## src/rtl/seg_display_scan.sv

```systemverilog
`default_nettype none
// ============================================================================
//  Module   : seg_display_scan
//  Purpose  : Time-multiplexes four BCD time digits (MM:SS) onto a 4-digit
//             common-anode seven-segment display. Digits are latched once
//             per frame so a frame never shows a mix of old and new time.
//             Adds leading-zero blanking of the minutes-tens digit, a fixed
//             colon dot on slot 2 and per-field blinking for time-set mode.
//  Ports    : clk       - system clock, rising edge
//             reset     - asynchronous reset, active low
//             min_ten, min_one, sec_ten, sec_one - BCD digits in
//             blink_min - blink minutes field (slots 3,2), live input
//             blink_sec - blink seconds field (slots 1,0), live input
//             an[3:0]   - digit enables, active low (an[0] = sec_one)
//             seg[6:0]  - segments g..a, active low
//             dp        - decimal point, active low
//             scan_done - one-cycle pulse at each frame start
//  Revision : 1.0 - initial release
// ============================================================================
module seg_display_scan #(
   parameter int REFRESH_DIV = 100000,
   parameter int BLINK_DIV   = 250
) (
   input  logic       clk,
   input  logic       reset,
   input  logic [3:0] min_ten,
   input  logic [3:0] min_one,
   input  logic [3:0] sec_ten,
   input  logic [3:0] sec_one,
   input  logic       blink_min,
   input  logic       blink_sec,
   output logic [3:0] an,
   output logic [6:0] seg,
   output logic       dp,
   output logic       scan_done
);

   localparam int c_PRESC_W = (REFRESH_DIV > 1) ? $clog2(REFRESH_DIV) : 1;
   localparam int c_BLINK_W = (BLINK_DIV > 1) ? $clog2(BLINK_DIV) : 1;

   localparam logic [c_PRESC_W-1:0] c_PRESC_LAST = c_PRESC_W'(REFRESH_DIV - 1);
   localparam logic [c_PRESC_W-1:0] c_PRESC_ONE  = c_PRESC_W'(1);
   localparam logic [c_BLINK_W-1:0] c_BLINK_LAST = c_BLINK_W'(BLINK_DIV - 1);
   localparam logic [c_BLINK_W-1:0] c_BLINK_ONE  = c_BLINK_W'(1);

   // Active-low segment patterns, bit order g,f,e,d,c,b,a
   function automatic logic [6:0] bcd_to_seg(input logic [3:0] v);
      logic [6:0] s;
      case (v)
         4'd0:    s = 7'b1000000;
         4'd1:    s = 7'b1111001;
         4'd2:    s = 7'b0100100;
         4'd3:    s = 7'b0110000;
         4'd4:    s = 7'b0011001;
         4'd5:    s = 7'b0010010;
         4'd6:    s = 7'b0000010;
         4'd7:    s = 7'b1111000;
         4'd8:    s = 7'b0000000;
         4'd9:    s = 7'b0010000;
         default: s = 7'b1111111;   // not a BCD digit: dark, digit still enabled
      endcase
      return s;
   endfunction

   logic [c_PRESC_W-1:0] r_presc;
   logic [1:0]           r_idx;
   logic [c_BLINK_W-1:0] r_blink_cnt;
   logic                 r_blink_phase;
   logic [3:0]           r_snap_min_ten;
   logic [3:0]           r_snap_min_one;
   logic [3:0]           r_snap_sec_ten;
   logic [3:0]           r_snap_sec_one;
   logic                 r_scan_done;
   logic [3:0]           r_an;
   logic [6:0]           r_seg;
   logic                 r_dp;

   logic                 w_tick;
   logic                 w_frame_wrap;
   logic [3:0]           w_digit;
   logic [3:0]           w_an_sel;
   logic                 w_blank;

   assign w_tick       = (r_presc == c_PRESC_LAST);
   assign w_frame_wrap = w_tick && (r_idx == 2'd3);

   // Slot prescaler: one tick per REFRESH_DIV clocks
   always_ff @(posedge clk or negedge reset) begin
      if (!reset) begin
         r_presc <= '0;
      end else if (w_tick) begin
         r_presc <= '0;
      end else begin
         r_presc <= r_presc + c_PRESC_ONE;
      end
   end

   // Digit slot index, 0..3 wrapping
   always_ff @(posedge clk or negedge reset) begin
      if (!reset) begin
         r_idx <= 2'd0;
      end else if (w_tick) begin
         r_idx <= r_idx + 2'd1;
      end
   end

   // Blink half-period timer, clocked by slot ticks
   always_ff @(posedge clk or negedge reset) begin
      if (!reset) begin
         r_blink_cnt   <= '0;
         r_blink_phase <= 1'b0;
      end else if (w_tick) begin
         if (r_blink_cnt == c_BLINK_LAST) begin
            r_blink_cnt   <= '0;
            r_blink_phase <= ~r_blink_phase;
         end else begin
            r_blink_cnt <= r_blink_cnt + c_BLINK_ONE;
         end
      end
   end

   // Frame snapshot: taken on the same edge the index returns to slot 0,
   // so slot 0 of the new frame is already built from the new digits.
   always_ff @(posedge clk or negedge reset) begin
      if (!reset) begin
         r_snap_min_ten <= 4'd0;
         r_snap_min_one <= 4'd0;
         r_snap_sec_ten <= 4'd0;
         r_snap_sec_one <= 4'd0;
         r_scan_done    <= 1'b0;
      end else begin
         r_scan_done <= w_frame_wrap;
         if (w_frame_wrap) begin
            r_snap_min_ten <= min_ten;
            r_snap_min_one <= min_one;
            r_snap_sec_ten <= sec_ten;
            r_snap_sec_one <= sec_one;
         end
      end
   end

   // Slot content selection and blanking decisions
   always_comb begin
      w_digit  = r_snap_sec_one;
      w_an_sel = 4'b1110;
      case (r_idx)
         2'd0: begin
            w_digit  = r_snap_sec_one;
            w_an_sel = 4'b1110;
         end
         2'd1: begin
            w_digit  = r_snap_sec_ten;
            w_an_sel = 4'b1101;
         end
         2'd2: begin
            w_digit  = r_snap_min_one;
            w_an_sel = 4'b1011;
         end
         default: begin
            w_digit  = r_snap_min_ten;
            w_an_sel = 4'b0111;
         end
      endcase
      // r_idx[1] distinguishes the minutes field (slots 2,3) from seconds
      w_blank = ((r_idx == 2'd3) && (r_snap_min_ten == 4'd0)) ||
                (r_blink_phase && blink_min &&  r_idx[1]) ||
                (r_blink_phase && blink_sec && !r_idx[1]);
   end

   // Registered pin drivers; a blanked slot also forces the dot off
   always_ff @(posedge clk or negedge reset) begin
      if (!reset) begin
         r_an  <= 4'b1111;
         r_seg <= 7'b1111111;
         r_dp  <= 1'b1;
      end else if (w_blank) begin
         r_an  <= 4'b1111;
         r_seg <= 7'b1111111;
         r_dp  <= 1'b1;
      end else begin
         r_an  <= w_an_sel;
         r_seg <= bcd_to_seg(w_digit);
         r_dp  <= (r_idx != 2'd2);
      end
   end

   assign an        = r_an;
   assign seg       = r_seg;
   assign dp        = r_dp;
   assign scan_done = r_scan_done;

endmodule
`default_nettype wire

```

## config.mk

```make
export PLATFORM = sky130hd
export DESIGN_NAME = seg_display_scan
export DESIGN_NICKNAME = d
export VERILOG_FILES = /design/src/rtl/seg_display_scan.sv
export SDC_FILE = /design/constraint.sdc
export NUM_CORES = 1
export LEC_CHECK = 0
export ABC_AREA = 1
export CORE_MARGIN = 2
export CORE_UTILIZATION = 53
export CTS_BUF_LIST = sky130_fd_sc_hd__clkbuf_2 sky130_fd_sc_hd__clkbuf_4 sky130_fd_sc_hd__clkbuf_8
export CTS_CLUSTER_DIAMETER = 120
export DETAILED_ROUTE_END_ITERATION = 6
export PLACE_DENSITY = 0.87
export SLEW_MARGIN = 20
export SYNTH_ARGS = -nofsm -noshare
export SYNTH_HDL_FRONTEND = slang
export SYNTH_SLANG_ARGS = --single-unit
```

## constraint.sdc

```tcl
create_clock -name clk -period 2.77 [get_ports clk]
set_input_delay 0.277 -clock clk [delete_from_list [all_inputs] [get_ports clk]]
set_output_delay 0.277 -clock clk [all_outputs]
set_load 0.05 [all_outputs]
```

# Word-level counts from Yosys, hierarchy flattened
# Memory sizes are Yosys's and may differ from the RTL's.
# Index checks and enable logic that the tools add are counted.
[op_classes] order_cmp=0 div=0 n_shift=0 eq_ne=6 reduce_logical=12 multipliers=0 n_addsub=3 n_bitwise=1 n_mux=7
[ops] op="$pmux 4 s3" n=2
[ops] op="$add 17x1->17 const B" n=1
[ops] op="$eq 17x17->1 const B" n=1
[ops] op="$mux 17" n=1
[ops] op="$add 8x1->8 const B" n=1
[ops] op="$eq 8x8->1 const B" n=1
[ops] op="$mux 8" n=1
[ops] op="$mux 7" n=1
[ops] op="$logic_and 1x1->1" n=6
[ops] op="$eq 2x2->1 const B" n=2
[ops] op="$logic_not 4->1" n=1
[ops] op="$mux 4" n=1
[ops] op="$add 2x1->2 const B" n=1
[ops] op="$eq 2x1->1 const B" n=1
[ops] op="$logic_not 2->1" n=1
[ops] op="$logic_or 1x1->1" n=2
[ops] op="$ne 2x2->1 const B" n=1
[ops] op="$reduce_and 2->1" n=1
[ops] op="$logic_not 1->1" n=1
[ops] op="$mux 1" n=1
[ops] op="$not 1->1" n=1
[totals] reg_bits=57 elab_cells=42 mem_count=1 romBits=112 latch_bits=0 ram_bits=0 input_bits=20
[memory_table] name="(name not given)" words=16 word_bits=7 read_ports=1 rd_clocked_by_memory_dff=0 write_ports=0 line_no="49" source="case (v)"

# Longest topological paths before layout
# Gate-level depths: netlist (run 1).
[logic_depth] ltp_word=5 ltp_mapped=13

# Least setup slack after synthesis (run 1)
# OpenSTA, ideal clock, no wires.
[synth_timing] path_kind="register to register" from="reg r_idx[1]" to="reg r_seg[1] (netlist: seg[1])" n_path_buf=0 stages_incl_launch_ff=10 setup_ns=0.060 path_slack_ns=0.948 arrival_time_ns=1.761 required_ns=2.710 synth_period_minus_slack_ns=1.822 cell_sequence="dfrtp_1 > ha_1 > inv_2 > nor2_1 > inv_1 > nand2_1 > inv_1 > ha_1 > or2_2 > nand2_1"
[synth_between] elab_chain_cells=5 elab_cells_between_ends=13
[synth_lines] element="from (decl)" line_no="66" source="logic [1:0] r_idx;"
[synth_lines] element="from (signal assigned)" line_no="103" source="r_idx <= r_idx + 2'd1;"
[synth_lines] element="parallel branches: the longest is 4 deep, another holds $mem_v2 16x7"
[synth_lines] element="$mux 7 (*)" line_no="176" source="end else if (w_blank) begin"
[synth_lines] element="to (signal assigned)" line_no="182" source="r_seg <= bcd_to_seg(w_digit);"
[synth_lines] element="to (decl)" line_no="75" source="logic [6:0] r_seg;"
# Every way passes the cells marked *.
# A chain may end at the register's enable or synchronous reset.

# Final worst setup path (run 1)
# Ends and elaborated chain as after synthesis.

==> impl_metrics.csv, run 1 <==
group,metric,value,unit
outcome,status,"completed",
pwr,p_int,1.043,mW
floorplan,die-area,6224,um2
timing,max_freq,491.6,MHz
grt,grt_max_degree,40,
synth,synth.area.top_cells,"dfrtp_1, nand2_1, dfstp_2, inv_1, nor2_1",
finish,design_area,3457,um2
critical_path,crit_type,"flip-flop to flip-flop",
critical_path,worstSetupStartpointType,"flip-flop",
synth,synth_area_per_cell,7.823,um2
cts,cts_max_level,2,
synth,synthArstFlopShare,100.0,%
finish,seq_area,1415,um2
floorplan,initial_core_util,54.32,%
critical_path,crit_fanout,7,
placed_design,post_dp_cell_area,3354,um2
detailed_routing,postRouteAntennaNets,0,
pwr,power_frac_comb,3.3,%
placed_design,gp_congestion,0.9270,
grt,antenna_found_initial,0,
timing,maxSlewViolCount,0,
pwr,p_sw_share,20.87,%
synth,syn_nets,410,
detailed_routing,routed_wl,5689,um
detailed_routing,drcViolationCount,0,
critical_path,critical-path-slowest-cell,"dfrtp_1",
critical_path,startpoint,"r_idx[1]$_DFFE_PN0N_",
finish,drive_above_1_share,10.53,%
synth,synth_warnings,0,
pwr,p_switching,0.2751,mW
cts,cts_root_buf,"clkbuf_8",
cts,clkSinkCount,56,
timing,relSlewSlack,65.98,%
detailed_routing,vias_per_cell,4.963,
pwr,peakVddDrop,0.0001983,V
floorplan,coreArea,5473,um2
finish,finalNetCount,447,
pwr,clockPowerShare,34.7,%
synth,synth_top_area_cell,"dfrtp_1",
critical_path,worstPathRequired,3030,ps
synth,synth_flop_cell,"dfrtp_1",
cts,cts_tree,"built",
synth,syn_area,2973,um2
placed_design,preCtsSetupSlack,774.5,ps
finish,fin_util,63.17,%
timing,report.final.setup_viol,0,
timing,hold_viol_final,0,
timing,post-route-period-util,73.44,%
timing,setup_tns,0,ps
synth,ys_top_cells_by_count,"nand2_1, dfrtp_1, inv_1",
timing,finClkSkew,11.72,ps
detailed_routing,routedWlPerCell,11.61,um
critical_path,slowest_delay,400,ps
pwr,cellPowerDensity,381.2,nW/um2
cts,cts.path.max_buffers,2,
synth,synth.distinct_cells,32,
pwr,leakagePower,1.661,nW
finish,final.fill_count,485,
synth,synth-edff-count,0,
timing,period_needed,2034,ps
floorplan,die_x,78.90,um
critical_path,cp.arrival,2290,ps
cts,clkTransAtPathRegs,100,ps
synth,synthCells,380,
cts,cts_resized,0,
cts,numCtsBuffers,5,
synth,yosysMostFrequentCell,"nand2_1",
timing,rsz0062_at_grt,"no",
detailed_routing,vias,2432,
timing,fin_ws,735.8,ps
worst_hold_path,min_path_type,"input port to asynchronous set/reset pin",
detailed_routing,drt_iter0_drc,150,
synth,ys_seq_area_share,47.60,%
pwr,total_power,1.318,mW
pwr,power_frac_seq,62.0,%
grt,grt_overflow,0,
placed_design,io_buffers,32,
synth,ys_seq_elements,56,
detailed_routing,firstDrtPassIters,4,
flow_run,drv_cap,0,
critical_path,crit_path_end_kind,"flip-flop",
floorplan,die_h,78.90,um
grt,grt_pass1_vias,2306,
critical_path,crit_chain,"ha_1 > inv_2 > nor2_1 > inv_1 > nand2_1 > inv_1 > ha_1 > or2_2 > nand2_1",
finish,multiInputGateArea,1341,um2
grt,grt_pass1_wl,9998,um
grt,track_usage,20.25,%
floorplan,rows,27,
floorplan,pin_count,33,
finish,diodes,0,
placed_design,hpwl,4273,um
cts,insertion_delay,310,ps
finish,area.growth.synth_to_final,16.29,%
critical_path,timing.rr.start,"r_idx[1]$_DFFE_PN0N_",
synth,yosys.area.top_type_share,37.88,%
timing,worst_pin_slew,508.7,ps
area by class of cell:
type                            count  share of cell area [%]
Timing Repair Buffer               34                   9.627
Clock inverter                      1                  0.2533
Sequential cell                    56                   40.93
Clock buffer                        7                   2.425
Tap cell                           72                   2.606
Multi-Input combinational cell    271                   38.80
Inverter                           49                   5.357
cells by family (layout without fill, tap and decap cells):
logic type      count (synthesis)  in the layout  synth area share (%)
compound gates                 21             21                 4.588
simple gates                  229            229                 33.08
xor+xnor                       11             11                 3.241
buf+inv                        53             91                 7.281
fa+ha+maj                      10             10                 4.209
flops                          56             56                 47.60
worst paths after layout:
| check | cells after the start | slack (ps) | endpoint |
|---|---|---|---|
| setup / recovery | 9 | 740 | seg[1]$_DFF_PN1_ |
| hold / removal | 2 | 410 | r_presc[10]$_DFF_PN0_ |
| setup reg to reg | 9 | 740 | seg[1]$_DFF_PN1_ |
| hold reg to reg | 1 | 470 | r_presc[0]$_DFF_PN0_ |
| max in group asynchronous | 3 | 1510 | seg[6]$_DFF_PN1_ |
| min in group clk | 1 | 470 | r_presc[0]$_DFF_PN0_ |
state kept, by name, indices dropped and copies added (netlist names), 2 cells and up:
| register | cells |
|---|---|
| r_snap_min_one | 4 |
| r_idx | 2 |
| r_presc | 17 |
| r_blink_cnt | 8 |
| r_snap_sec_ten | 4 |
| seg | 7 |
| r_snap_min_ten | 4 |
| an | 3 |
| r_snap_sec_one | 4 |
power groups by stage:
stage	sequential, mW	combinational (mW)	clock [mW]
2_1_floorplan	0.833	0.000304	0
3_3_place_gp	0.833	0.0428	0
3_5_place_dp	0.833	0.0433	0
4_1_cts	0.818	0.0445	0.472
5_1_grt	0.818	0.0489	0.502
6_report	0.818	0.0432	0.457
what timing repair did:
action / CTS / global route
hold endpoints to repair: 17 / 0
hold buffers: 1 / 0
setup buffers: 0 / 0
layout by cell type (no fill, tap or decap), drive strengths merged:
cell,instances
nand2,148
inv,48
dfrtp,45
nor2,39
clkdlybuf4s50,31
nand3,25
o21ai,14
dfstp,11
ha,10
nand4,9
xor2,8
clkbuf,7
a21oi,5
nor3,4
xnor2,3
o21bai,2
nand3b,2
or2,2
clkinv,2
buf,2
dlygate4sd3,1
critical path, delay by kind of cell (launching register included):
kind | cells | cell delay [ps]
buffers and inverters | 3 | 280
AND/OR/NAND/NOR | 4 | 690
flip-flops | 1 | 400
adder cells (fa/ha/maj) | 2 | 610
routing by layer:
layer / up-vias / GRT usage, % / wire, um
met3: 8 / 2.955 / 221
met4: 0 / 8.276 / 91
met1: 1116 / 27.27 / 2666
met2: 62 / 33.08 / 2710
li1: 1246 / - / -
met5: - / 0 / 0
metrics by stage:
step	hold slack, ps	cells
global route	455.7	490
finish	411.8	490
detailed placement	224.9	481
CTS	421.9	490
floorplan	-18.59	380
global placement	218.9	481
Power figures use the tool's default switching activity.
==> inputs of run 2 (changes only) <==
==> constraint.sdc (replaced) <==
create_clock -name clk -period 2 [get_ports clk]
set_input_delay 0.2 -clock clk [delete_from_list [all_inputs] [get_ports clk]]
set_output_delay 0.2 -clock clk [all_outputs]
set_load 0.05 [all_outputs]
==> impl_metrics.csv, run 2 (synthesized netlist as in run 1, its figures left out) <==
group,metric,value,unit
timing,post-route-period-util,94.24,%
finish,finalNetCount,453,
placed_design,hpwl,4691,um
finish,regMostFlops,"r_presc",
finish,mostFrequentLayoutCell,"nand2_1",
detailed_routing,routedWlPerCell,12.73,um
timing,report.final.setup_viol,0,
detailed_routing,drt_iter0_drc,161,
finish,fin_util,65.57,%
timing,finClkSkew,8.808,ps
floorplan,pin_count,33,
cts,cts_max_level,2,
timing,relSlewSlack,55.57,%
pwr,clockPowerShare,39.5,%
flow_run,drv_cap,0,
placed_design,dpl.cell_count,485,
pwr,cellPowerDensity,551.4,nW/um2
critical_path,critical-path-slowest-cell,"dfrtp_1",
cts,numCtsBuffers,5,
detailed_routing,vias_per_cell,5.089,
floorplan,die_h,78.90,um
floorplan,rows,27,
critical_path,worstSetupStartpointType,"flip-flop",
pwr,peakVddDrop,0.0002969,V
floorplan,die_x,78.90,um
pwr,p_switching,0.3988,mW
critical_path,cp.arrival,2140,ps
timing,worst_pin_slew,666.4,ps
detailed_routing,vias,2524,
critical_path,slowest_delay,440,ps
finish,area.growth.synth_to_final,20.71,%
grt,grt_pass1_vias,2499,
timing,max_freq,530.6,MHz
detailed_routing,firstDrtPassIters,4,
cts,clkTransAtPathRegs,100,ps
finish,largest_reg_flops,17,
pwr,power_frac_seq,57.2,%
grt,track_usage,21.53,%
placed_design,io_buffers,32,
critical_path,crit_path_end_kind,"flip-flop",
finish,layout_common_cells,"nand2_1, dfrtp_1, inv_1",
pwr,power_frac_comb,3.3,%
timing,rsz0062_at_grt,"no",
grt,grt_overflow,0,
pwr,p_int,1.580,mW
placed_design,gp_congestion,0.9150,
grt,grt_pass1_wl,10650,um
floorplan,coreArea,5473,um2
floorplan,initial_core_util,54.32,%
timing,maxSlewViolCount,0,
critical_path,crit_fanout,5,
cts,clkSinkCount,56,
timing,period_needed,1885,ps
detailed_routing,drcViolationCount,0,
timing,hold_viol_final,0,
critical_path,cpMostUsedCell,"nand2_1",
cts,insertion_delay,310,ps
cts,cts.path.max_buffers,2,
floorplan,die-area,6224,um2
grt,antenna_found_initial,0,
pwr,p_sw_share,20.15,%
timing,setup_tns,0,ps
critical_path,crit_chain,"buf_4 > ha_2 > a21oi_2 > nand2_1 > nand2_1 > inv_2 > ha_1 > or2_2 > nand2_1",
outcome,status,"completed",
critical_path,worstPathRequired,2260,ps
finish,diodes,0,
detailed_routing,postRouteAntennaNets,0,
worst_hold_path,min_path_type,"input port to flip-flop",
cts,cts_root_buf,"clkbuf_8",
detailed_routing,routed_wl,6314,um
finish,final_cells,496,
finish,drive_above_1_share,13.92,%
critical_path,crit_type,"flip-flop to flip-flop",
pwr,leakagePower,1.709,nW
cts,cts_tree,"built",
grt,grt_max_degree,29,
[run 2: cell count changes in the layout (fill, tap and decap cells not counted), moves of 2 or more]
cell / delta
ha_1: -4
clkbuf_4: -2
buf_4: +5
ha_4: +3
inv_2: +3
inv_1: -3
[run 2: stage by stage]
step | cell area (um2) | setup slack [ps] | hold slack, ps | power, mW
CTS | 3528 | 34.66 | 408.5 | 1.995
global route | 3588 | 2.047 | 403.5 | 2.046
global placement | 3397 | 230.5 | 257.9 | 1.218
floorplan | 2973 | 178.3 | -95.59 | 1.155
finish | 3588 | 115.3 | 414.0 | 1.979
detailed placement | 3397 | 58.33 | 269.9 | 1.219
[run 2: power by group through the flow]
stage	logic [mW]	registers [mW]	clock network (mW)
2_1_floorplan	0.000420	1.15	0
3_3_place_gp	0.0643	1.15	0
3_5_place_dp	0.0653	1.15	0
4_1_cts	0.0669	1.13	0.795
5_1_grt	0.0721	1.13	0.841
6_report	0.0650	1.13	0.781
[run 2: final cells by class]
cell class	instances	area, um2
Multi-Input combinational cell	271	1385
Inverter	49	185.2
Fill cell	444	1884
Clock buffer	6	82.58
Clock inverter	2	38.79
Sequential cell	56	1416
Timing Repair Buffer	40	390.4
Tap cell	72	90.09
[run 2: path summary, 6_finish.rpt]
kind                                               startpoint                       endpoint  slack, ps  cells past startpoint
worst max-delay path                     r_idx[0]$_DFFE_PN0N_               seg[1]$_DFF_PN1_        120                      9
worst min-delay path                               min_one[2]  r_snap_min_one[2]$_DFFE_PN0P_        410                      3
worst max register to register           r_idx[0]$_DFFE_PN0N_               seg[1]$_DFF_PN1_        120                      9
worst min register to register  r_snap_min_ten[1]$_DFFE_PN0P_  r_snap_min_ten[1]$_DFFE_PN0P_        500                      2
max in group asynchronous                               reset               seg[2]$_DFF_PN1_        920                      3
min in group asynchronous                               reset     r_blink_cnt[2]$_DFFE_PN0N_        450                      2
[run 2: worst max-delay path: cells and delay by family (launching register included)]
kind | cells | cell delay, ps
buffers and inverters | 2 | 220
AO/OA/AOI/OAI | 1 | 120
flip-flops | 1 | 440
AND/OR/NAND/NOR | 4 | 550
adder cells (fa/ha/maj) | 2 | 500
[run 2: repair_timing]
action	in CTS	in global routing
resized for setup	0	12
endpoints found under the setup margin	0	3
hold buffers	1	0
buffers inserted	0	2
hold endpoints to repair	26	0
[run 2: routing by layer]
layer  up-vias  routed length (um)  global-route usage, %
met4         0                 128                  8.621
met2        72                3147                  37.69
met5         -                   0                      0
met1      1172                2759                  26.33
li1       1267                   -                      -
met3        13                 278                  3.977
